===== src/rtl/io_port_bridge.sv =====
// io_port_bridge: byte bridge between the CPU I/O pins and an external host.
// The host-to-CPU FIFO feeds In_port and raises one interrupt pulse per byte.
// The CPU-to-host FIFO captures OUT bytes for the host to drain.
// The interrupt output is named int_req because "int" is a reserved word.
module io_port_bridge #(
    parameter int IN_DEPTH  = 8,
    parameter int OUT_DEPTH = 8
) (
    input  logic       clk,
    input  logic       rst,
    input  logic       host_wr_en,
    input  logic [7:0] host_wr_data,
    output logic       host_full,
    output logic [7:0] In_port,
    input  logic       cpu_in_ack,
    output logic       int_req,
    input  logic       hlt,
    input  logic [7:0] Out_port,
    input  logic       cpu_out_strobe,
    input  logic       host_rd_en,
    output logic [7:0] host_rd_data,
    output logic       host_rd_valid,
    output logic       in_ovf,
    output logic       out_ovf
);

    localparam int IN_AW  = $clog2(IN_DEPTH);
    localparam int IN_CW  = IN_AW + 1;
    localparam int OUT_AW = $clog2(OUT_DEPTH);
    localparam int OUT_CW = OUT_AW + 1;

    typedef enum logic [1:0] {
        IDLE     = 2'd0,
        PULSE    = 2'd1,
        WAIT_ACK = 2'd2
    } state_t;

    // host-to-CPU FIFO
    logic [7:0]       in_mem [IN_DEPTH];
    logic [IN_AW-1:0] in_wr_ptr;
    logic [IN_AW-1:0] in_rd_ptr;
    logic [IN_CW-1:0] in_count;
    logic             in_empty;
    logic             in_push;
    logic             in_pop;

    // CPU-to-host FIFO
    logic [7:0]        out_mem [OUT_DEPTH];
    logic [OUT_AW-1:0] out_wr_ptr;
    logic [OUT_AW-1:0] out_rd_ptr;
    logic [OUT_CW-1:0] out_count;
    logic              out_empty;
    logic              out_push;
    logic              out_pop;

    state_t state_q;
    state_t state_d;

    assign in_empty  = (in_count == '0);
    assign host_full = (in_count == IN_CW'(IN_DEPTH));
    // A pop frees a slot in the same cycle, so a push into a full FIFO
    // alongside a pop is still accepted.
    assign in_pop    = cpu_in_ack && !in_empty;
    assign in_push   = host_wr_en && (!host_full || in_pop);
    assign In_port   = in_empty ? 8'h00 : in_mem[in_rd_ptr];

    assign out_empty     = (out_count == '0);
    assign host_rd_valid = !out_empty;
    assign out_pop       = host_rd_en && !out_empty;
    assign out_push      = cpu_out_strobe &&
                           ((out_count != OUT_CW'(OUT_DEPTH)) || out_pop);
    assign host_rd_data  = out_empty ? 8'h00 : out_mem[out_rd_ptr];

    // Input FIFO storage: data only, never reset.
    always_ff @(posedge clk) begin
        if (in_push) in_mem[in_wr_ptr] <= host_wr_data;
    end

    // Input FIFO pointers, occupancy and sticky drop flag.
    always_ff @(posedge clk) begin
        if (!rst) begin
            in_wr_ptr <= '0;
            in_rd_ptr <= '0;
            in_count  <= '0;
            in_ovf    <= 1'b0;
        end else begin
            if (in_push) in_wr_ptr <= in_wr_ptr + IN_AW'(1);
            if (in_pop)  in_rd_ptr <= in_rd_ptr + IN_AW'(1);
            in_count <= in_count + IN_CW'(in_push) - IN_CW'(in_pop);
            if (host_wr_en && !in_push) in_ovf <= 1'b1;
        end
    end

    // Output FIFO storage: data only, never reset.
    always_ff @(posedge clk) begin
        if (out_push) out_mem[out_wr_ptr] <= Out_port;
    end

    // Output FIFO pointers, occupancy and sticky drop flag.
    always_ff @(posedge clk) begin
        if (!rst) begin
            out_wr_ptr <= '0;
            out_rd_ptr <= '0;
            out_count  <= '0;
            out_ovf    <= 1'b0;
        end else begin
            if (out_push) out_wr_ptr <= out_wr_ptr + OUT_AW'(1);
            if (out_pop)  out_rd_ptr <= out_rd_ptr + OUT_AW'(1);
            out_count <= out_count + OUT_CW'(out_push) - OUT_CW'(out_pop);
            if (cpu_out_strobe && !out_push) out_ovf <= 1'b1;
        end
    end

    // Interrupt FSM state register.
    always_ff @(posedge clk) begin
        if (!rst) state_q <= IDLE;
        else      state_q <= state_d;
    end

    // Interrupt FSM next state; int_req decodes only the registered state.
    always_comb begin
        state_d = state_q;
        int_req = 1'b0;
        case (state_q)
            IDLE: begin
                if (!in_empty && !hlt) state_d = PULSE;
            end
            PULSE: begin
                int_req = 1'b1;
                state_d = WAIT_ACK;
            end
            WAIT_ACK: begin
                // Re-arm only when the ack actually removes a byte.
                if (cpu_in_ack && !in_empty) state_d = IDLE;
            end
            default: state_d = IDLE;
        endcase
    end

endmodule

===== config.mk =====
export PLATFORM = sky130hd
export DESIGN_NAME = io_port_bridge
export DESIGN_NICKNAME = d
export VERILOG_FILES = /design/src/rtl/io_port_bridge.sv
export SDC_FILE = /design/constraint.sdc
export NUM_CORES = 1
export LEC_CHECK = 0
export CAP_MARGIN = 20
export CORE_ASPECT_RATIO = 1.25
export CORE_UTILIZATION = 46
export DETAILED_ROUTE_END_ITERATION = 8
export PLACE_DENSITY = 0.66
export SETUP_SLACK_MARGIN = 0.4
export SLEW_MARGIN = 20
export SYNTH_ARGS = -nofsm -noshare
export SYNTH_HDL_FRONTEND = slang
export SYNTH_SLANG_ARGS = --single-unit

===== constraint.sdc =====
create_clock -name clk -period 4.95 [get_ports clk]
set_input_delay 0.99 -clock clk [delete_from_list [all_inputs] [get_ports clk]]
set_output_delay 0.99 -clock clk [all_outputs]
set_load 0.01 [all_outputs]

==> impl_results.md, run 1 <==
- Leakage: roughly 2.6 nW
- GR Overflow Total: 0
- Slowest cell delay on critical path: 0.98 ns
- CP max stage cell: dfxtp_1
- Pin count of the biggest net entering global routing: 27
- Final period util: 76.7%
- Area growth syn-to-layout: 18.3%
- HPWL after DPL: approximately 7400 µm
- Die span in y: around 130 µm
- GRT Util Overall: between 15 and 20%
- RSZ-0062 raised after global routing: no
- Maximum vdd drop: approximately 0.29 mV
- Routability cong.: about 0.74
- Async set or reset register ratio after synthesis: 0%
- Initial antenna violation count: 0
- Ant diodes: 0
- Post-Syn Area: 6500 µm²
- WL final: about 11,000 µm
- P_sw: between 1 and 1.5 mW
- Gate Count Post-Synth: roughly 370
- Netlist cell types: 46
- Gate power share: approximately a quarter
- Worst Path Buf+Inv: 1
- Core area: around 14,000 µm²
- Register bit total from synthesis: 158
- Placed Cells: between 500 and 600
- Status: finished, final reports clean
- DR DRC count: 0
- Seq pwr share: 42.9%
- Post-synth top area cell: edfxtp_1
- Port bufs: 43
- Synth top cells by count: edfxtp_1 (128), dfxtp_1 (30), mux4_1 (18)
- Fillers: between 1,000 and 1,500
- Worst setup EP type: primary output
- IO Pins: 44
- CTS buffer count: 17
- Setup TNS: 0 ns
- Synthesized area per cell: roughly 18 µm²
- Cell Pwr Density: 515 nW/µm²
- WS Path Type: flip-flop to primary output
- CTS sink cnt: 158
- Routed Antenna Nets: 0
- Max_cap viols: 0
- Hold_buf cts: 0
- Worst Path Required: between 3 and 4 ns
- Starting density of the core: roughly 47%
- Net Count, Synth: 410
- Slew @ Worst Pin: around 1 ns
- CP Cell Sequence: mux4_1, a22o_1, clkdlybuf4s50_1
- Pint: between 2 and 3 mW
- Top FF cell, synth: edfxtp_1
- Max frequency: 263 MHz
- Worst-path clk slew: 0.06 ns
- Crit Path Max Fanout: 16
- Ranking of synthesized cells by area: edfxtp_1 (59%), dfxtp_1 (9.2%), mux4_1 (7.3%)
- Post-Layout Cell Count: 614
- Cell with the most instances after synthesis: edfxtp_1
- Layout cells sized above 1: 14.6%
- Post-DR vias/cell: 5.52
- Number of synthesized flops with an enable pin: approximately 130
- Post-CTS Resized: 0
- Final Max Tran Viols: 0
- CP arrival: approximately 2.8 ns
- Yosys top cell area share: between 50% and 60%
- Number of global-route vias before repair: 3,408
- CP Launch Type: flip-flop
- Row count: 48
- Hold Crit Class: flip-flop to flip-flop
- Clk_skew: 0.00856 ns
- Clock group share of total power: between 30% and 40%
- Post-CTS setup buffer count: 0
- Yosys Warn Count: 0
- Die area: around 15,000 µm²
- First-pass GRT wire length: ~18,000 µm
- CTS tree: built
- First DRT Iteration DRCs: around 150
- Die X: roughly 110 µm
- Routed len/inst: 18.7 µm
- Clock Tree Root: clkbuf_16
- Iteration count of the initial detailed-routing pass: 4
- Sw Share: roughly 28%
- Family with the most delay on the worst path: flip-flops
- Final nets: between 400 and 500
- Post-synthesis sequential area ratio: roughly two thirds
- Via count: 3,391
- Clk_lat worst skew: between 0.4 and 0.5 ns
- Crit path time final: 3.80 ns
- Fin. Hold Viols: 0
- Final setup fails: 0
- H-Tree Depth: 4
- Clock Tree Buf Depth: 2
- Slew HR: between 30 and 40%
per-stage QoR:
step / hold slack (ns) / cell area [µm²] / setup slack, ns / util, % / total power, mW
6_report: 0.435 / 7690 / 1.15 / 55.7 / 3.96
3_5_place_dp: 0.427 / 7120 / 1.53 / 51.6 / 2.77
5_1_grt: 0.473 / 7690 / 0.982 / 55.7 / 4.17
3_3_place_gp: 0.417 / 7120 / 1.58 / 51.6 / 2.75
2_1_floorplan: 0.406 / 6500 / 2.31 / - / 2.39
4_1_cts: 0.436 / 7680 / 1.06 / 55.6 / 4.00
registers in the layout (all words and copies together), names as in the netlist, named ones only:
name        flops
in_count        4
in_mem         64
in_ovf          1
in_rd_ptr       3
in_wr_ptr       3
out_count       4
out_mem        64
out_ovf         1
out_rd_ptr      3
out_wr_ptr      3
state_q         2
per-layer routing:
layer  vias to the layer above  part of all wire [%]  GRT usage (%)
met4                         0                   1.4           6.76
met3                        16                   4.1           4.92
met1                      1717                    42           20.6
met5                         -                     0              0
li1                       1598                     -              -
met2                        60                    52           29.8
placed cells by master, fill, tap and decap left out, drive strengths merged, types with 3 or more instances in the layout:
master,n
nor4b,3
mux4,32
inv,22
a22o,16
buf,10
dfxtp,30
nand2b,9
o211ai,3
nand2,15
and2,5
clkinv,6
or3b,3
o21ai,9
nor3,6
nand3,5
ha,14
clkdlybuf4s50,43
edfxtp,128
or3,3
a21oi,9
mux2i,8
o21a,3
clkbuf,18
nor3b,5
nor2,14
cell type report:
class / count / area (µm²) / share of cell area (%)
inverter: 16 / 60.1 / 0.781
sequential: 158 / 4440 / 57.8
timing repair buffer: 53 / 505 / 6.57
tap: 175 / 219 / 2.85
clock inverter: 14 / 131 / 1.71
clock buffer: 18 / 429 / 5.58
multi-input combinational: 180 / 1900 / 24.7
path summary, 6_finish.rpt:
check                                  from         endpoint  slack [ns]  cells past startpoint
worst min register to register   state_q[0]       state_q[0]        0.44                      1
worst max register to register  in_count[2]      in_count[2]        2.56                      9
worst min-delay path             state_q[0]       state_q[0]        0.44                      1
worst max-delay path              flip-flop  host_rd_data[7]        1.15                      3
cells by family (layout without fill, tap and decap cells):
group / Yosys count / count (layout) / share of synthesized area (%)
mux: 40 / 40 / 13.4
simple gates: 74 / 74 / 6.41
flops: 158 / 158 / 68.4
buf+inv: 33 / 101 / 2.85
compound gates: 48 / 48 / 5.45
fa+ha+maj: 16 / 16 / 3.31
xor+xnor: 2 / 2 / 0.269
power by group through the flow:
stage | sequential (mW) | combinational [mW] | clock (mW)
after floorplan | 1.64 | 0.749 | 0
after global placement | 1.72 | 1.03 | 0
after detailed placement | 1.73 | 1.04 | 0
after CTS | 1.70 | 1.05 | 1.25
after global routing | 1.72 | 1.14 | 1.31
final | 1.70 | 1.03 | 1.23
(Power assumes the default switching activity.)
==> run 2, diff against run 1 <==
clock period = 4 ns   (was 4.95 ns; I/O delays follow)
==> impl_results.md, run 2 (synthesized netlist as in run 1, its figures left out) <==
- First DRT Iteration DRCs: 170 (+16%)
- DR DRC count: 0 (unchanged)
- Routed Antenna Nets: 0 (unchanged)
- Via count: 3,388 (-0.088%)
- Max frequency: between 200 and 300 MHz
- Hold path depth: 1 (unchanged)
- First-pass GRT wire length: 18,000 µm (-0.65%)
- WS Path Type: flip-flop to primary output
- Routability cong.: 0.686 (-7.5%)
- Leakage: 2.69 nW (+1.6%)
- GR Overflow Total: 0 (unchanged)
- Clock Tree Buf Depth: 2 (unchanged)
- Worst Path Required: 3.20 ns (-0.76 ns)
- Crit path time final: around 3.5 ns
- CP arrival: 2.65 ns (-0.16 ns)
- Status: finished, final reports clean
- Row count: 48 (unchanged)
- HPWL after DPL: 7480 µm (+0.71%)
- Number of global-route vias before repair: 3,384 (-0.70%)
- Tot Pwr: 4.94 mW (+25%)
- WL final: 11,300 µm (-1.6%)
- Slew @ Worst Pin: 0.774 ns (-0.230 ns)
- Initial antenna violation count: 0 (unchanged)
- Worst-path clk slew: 0.07 ns (about the same)
- Most frequent cells in the layout: edfxtp_1 (128), clkdlybuf4s50_1 (43), dfxtp_1 (29)
- RSZ-0062 raised after global routing: no
- Routed len/inst: 18.2 µm (-2.8%)
- Pin count of the biggest net entering global routing: 27 (unchanged)
- H-Tree Depth: 4 (unchanged)
- Ant diodes: 0 (unchanged)
- Clk_lat worst skew: 0.42 ns (about the same)
- Slew HR: 48.2% (+15 points)
- Worst setup slack after layout: 0.546 ns (-0.605 ns)
- Final setup fails: 0 (unchanged)
- Cell Pwr Density: 637 nW/µm² (+24%)
- Crit Reg-Reg Startpoint: in_count[2]
- Worst setup EP type: primary output
- Port bufs: 43 (unchanged)
- Clk_skew: 0.00801 ns (-0.000544 ns)
- Max_cap viols: 0 (unchanged)
- Worst r2r path cells: 9 (unchanged)
- Layout cells sized above 1: 16.3% (+1.8 points)
- CTS buffer count: 17 (unchanged)
- Pre-CTS WS: 0.917 ns (-0.610 ns)
- Die area: 14,600 µm² (unchanged)
- Clock Tree Root: clkbuf_16
- Core area: 13,800 µm² (unchanged)
- Final Max Tran Viols: 0 (unchanged)
- Commonest non-fill, non-tap cell in the layout: edfxtp_1
- CTS sink cnt: 158 (unchanged)
- Final period util: 86.3%
- Die span in y: 135 µm (unchanged)
- Crit Path Max Fanout: 9 (-7)
- Die X: 108 µm (unchanged)
- Setup TNS: 0 ns (unchanged)
- CP Launch Type: flip-flop
- Terminus of the critical flop-to-flop path: in_count[2]
- Post-DR vias/cell: 5.45 (-1.4%)
- Reg2Reg Setup Slack: 1.65 ns (-0.91 ns)
- IO Pins: 44 (unchanged)
- Fin. Hold Viols: 0 (unchanged)
- Maximum vdd drop: 0.328 mV (+14%)
- Area growth syn-to-layout: 19.2%
- Critical Path Sink: In_port[1]
- Largest regs: in_mem x64, out_mem x64
- Hold Crit Class: flip-flop to flip-flop
- CTS tree: built
- Starting density of the core: 47.1% (unchanged)
- Iteration count of the initial detailed-routing pass: 6 (+2)
- Hold_buf cts: 0 (unchanged)
- Final nets: 473 (+1.7%)
- GRT Util Overall: 16.9% (-0.46 points)
run 2: cell count changes in the layout (fill, tap and decap cells not counted), sizes merged:
cell / before / now
bufinv: 1 / 0
clkinv: 6 / 5
inv: 22 / 25
clkbuf: 18 / 17
buf: 10 / 18
run 2: final cells by class:
cell class	instances	area, µm²
Fill cell	1084	6060
Sequential cell	158	4450
Inverter	16	60.1
Multi-Input combinational cell	180	1890
Tap cell	175	219
Timing Repair Buffer	61	566
Clock buffer	17	425
Clock inverter	15	145
run 2: worst max-delay path, cell delays in order (launching register included):
cell,delay [ns]
dfxtp_1,0.61
buf_4,0.29
mux4_1,0.57
a22o_1,0.24
clkdlybuf4s50_1,0.52
run 2: worst min path at each step:
| stage | startpoint | to | slack [ns] |
|---|---|---|---|
| CTS | state_q[0] | state_q[0] | 0.44 |
| floorplan | state_q[0] | state_q[0] | 0.41 |
| detailed placement | state_q[0] | state_q[0] | 0.43 |
| global route | state_q[0] | state_q[0] | 0.46 |
| global placement | state_q[0] | state_q[0] | 0.42 |
| finish | state_q[0] | state_q[0] | 0.44 |
run 2: metrics by stage:
stage	hold WS, ns	cells	utilization (%)	instance area (µm²)
floorplan	0.406	371	-	6500
global placement	0.416	590	51.9	7170
detailed placement	0.425	590	51.9	7170
CTS	0.437	622	56.1	7740
global route	0.462	622	56.1	7750
finish	0.438	622	56.1	7750
run 2: what timing repair did:
| item | CTS | global route |
|---|---|---|
| resized for setup | 0 | 2 |
| endpoints found under the setup margin | 0 | 10 |
| buffers inserted | 0 | 0 |
| hold endpoints to repair | 0 | 0 |
run 2: routing by layer:
metal,vias to the layer above,GRT usage [%],wire length [µm]
met5,-,0,0
met4,0,7.13,199
met3,15,4.10,327
met2,57,28.3,5800
met1,1704,20.9,4960
li1,1612,-,-
run 2: power by group:
group	internal (mW)	switching, mW
clock network	0.827	0.706
registers	1.94	0.143
logic	0.728	0.596
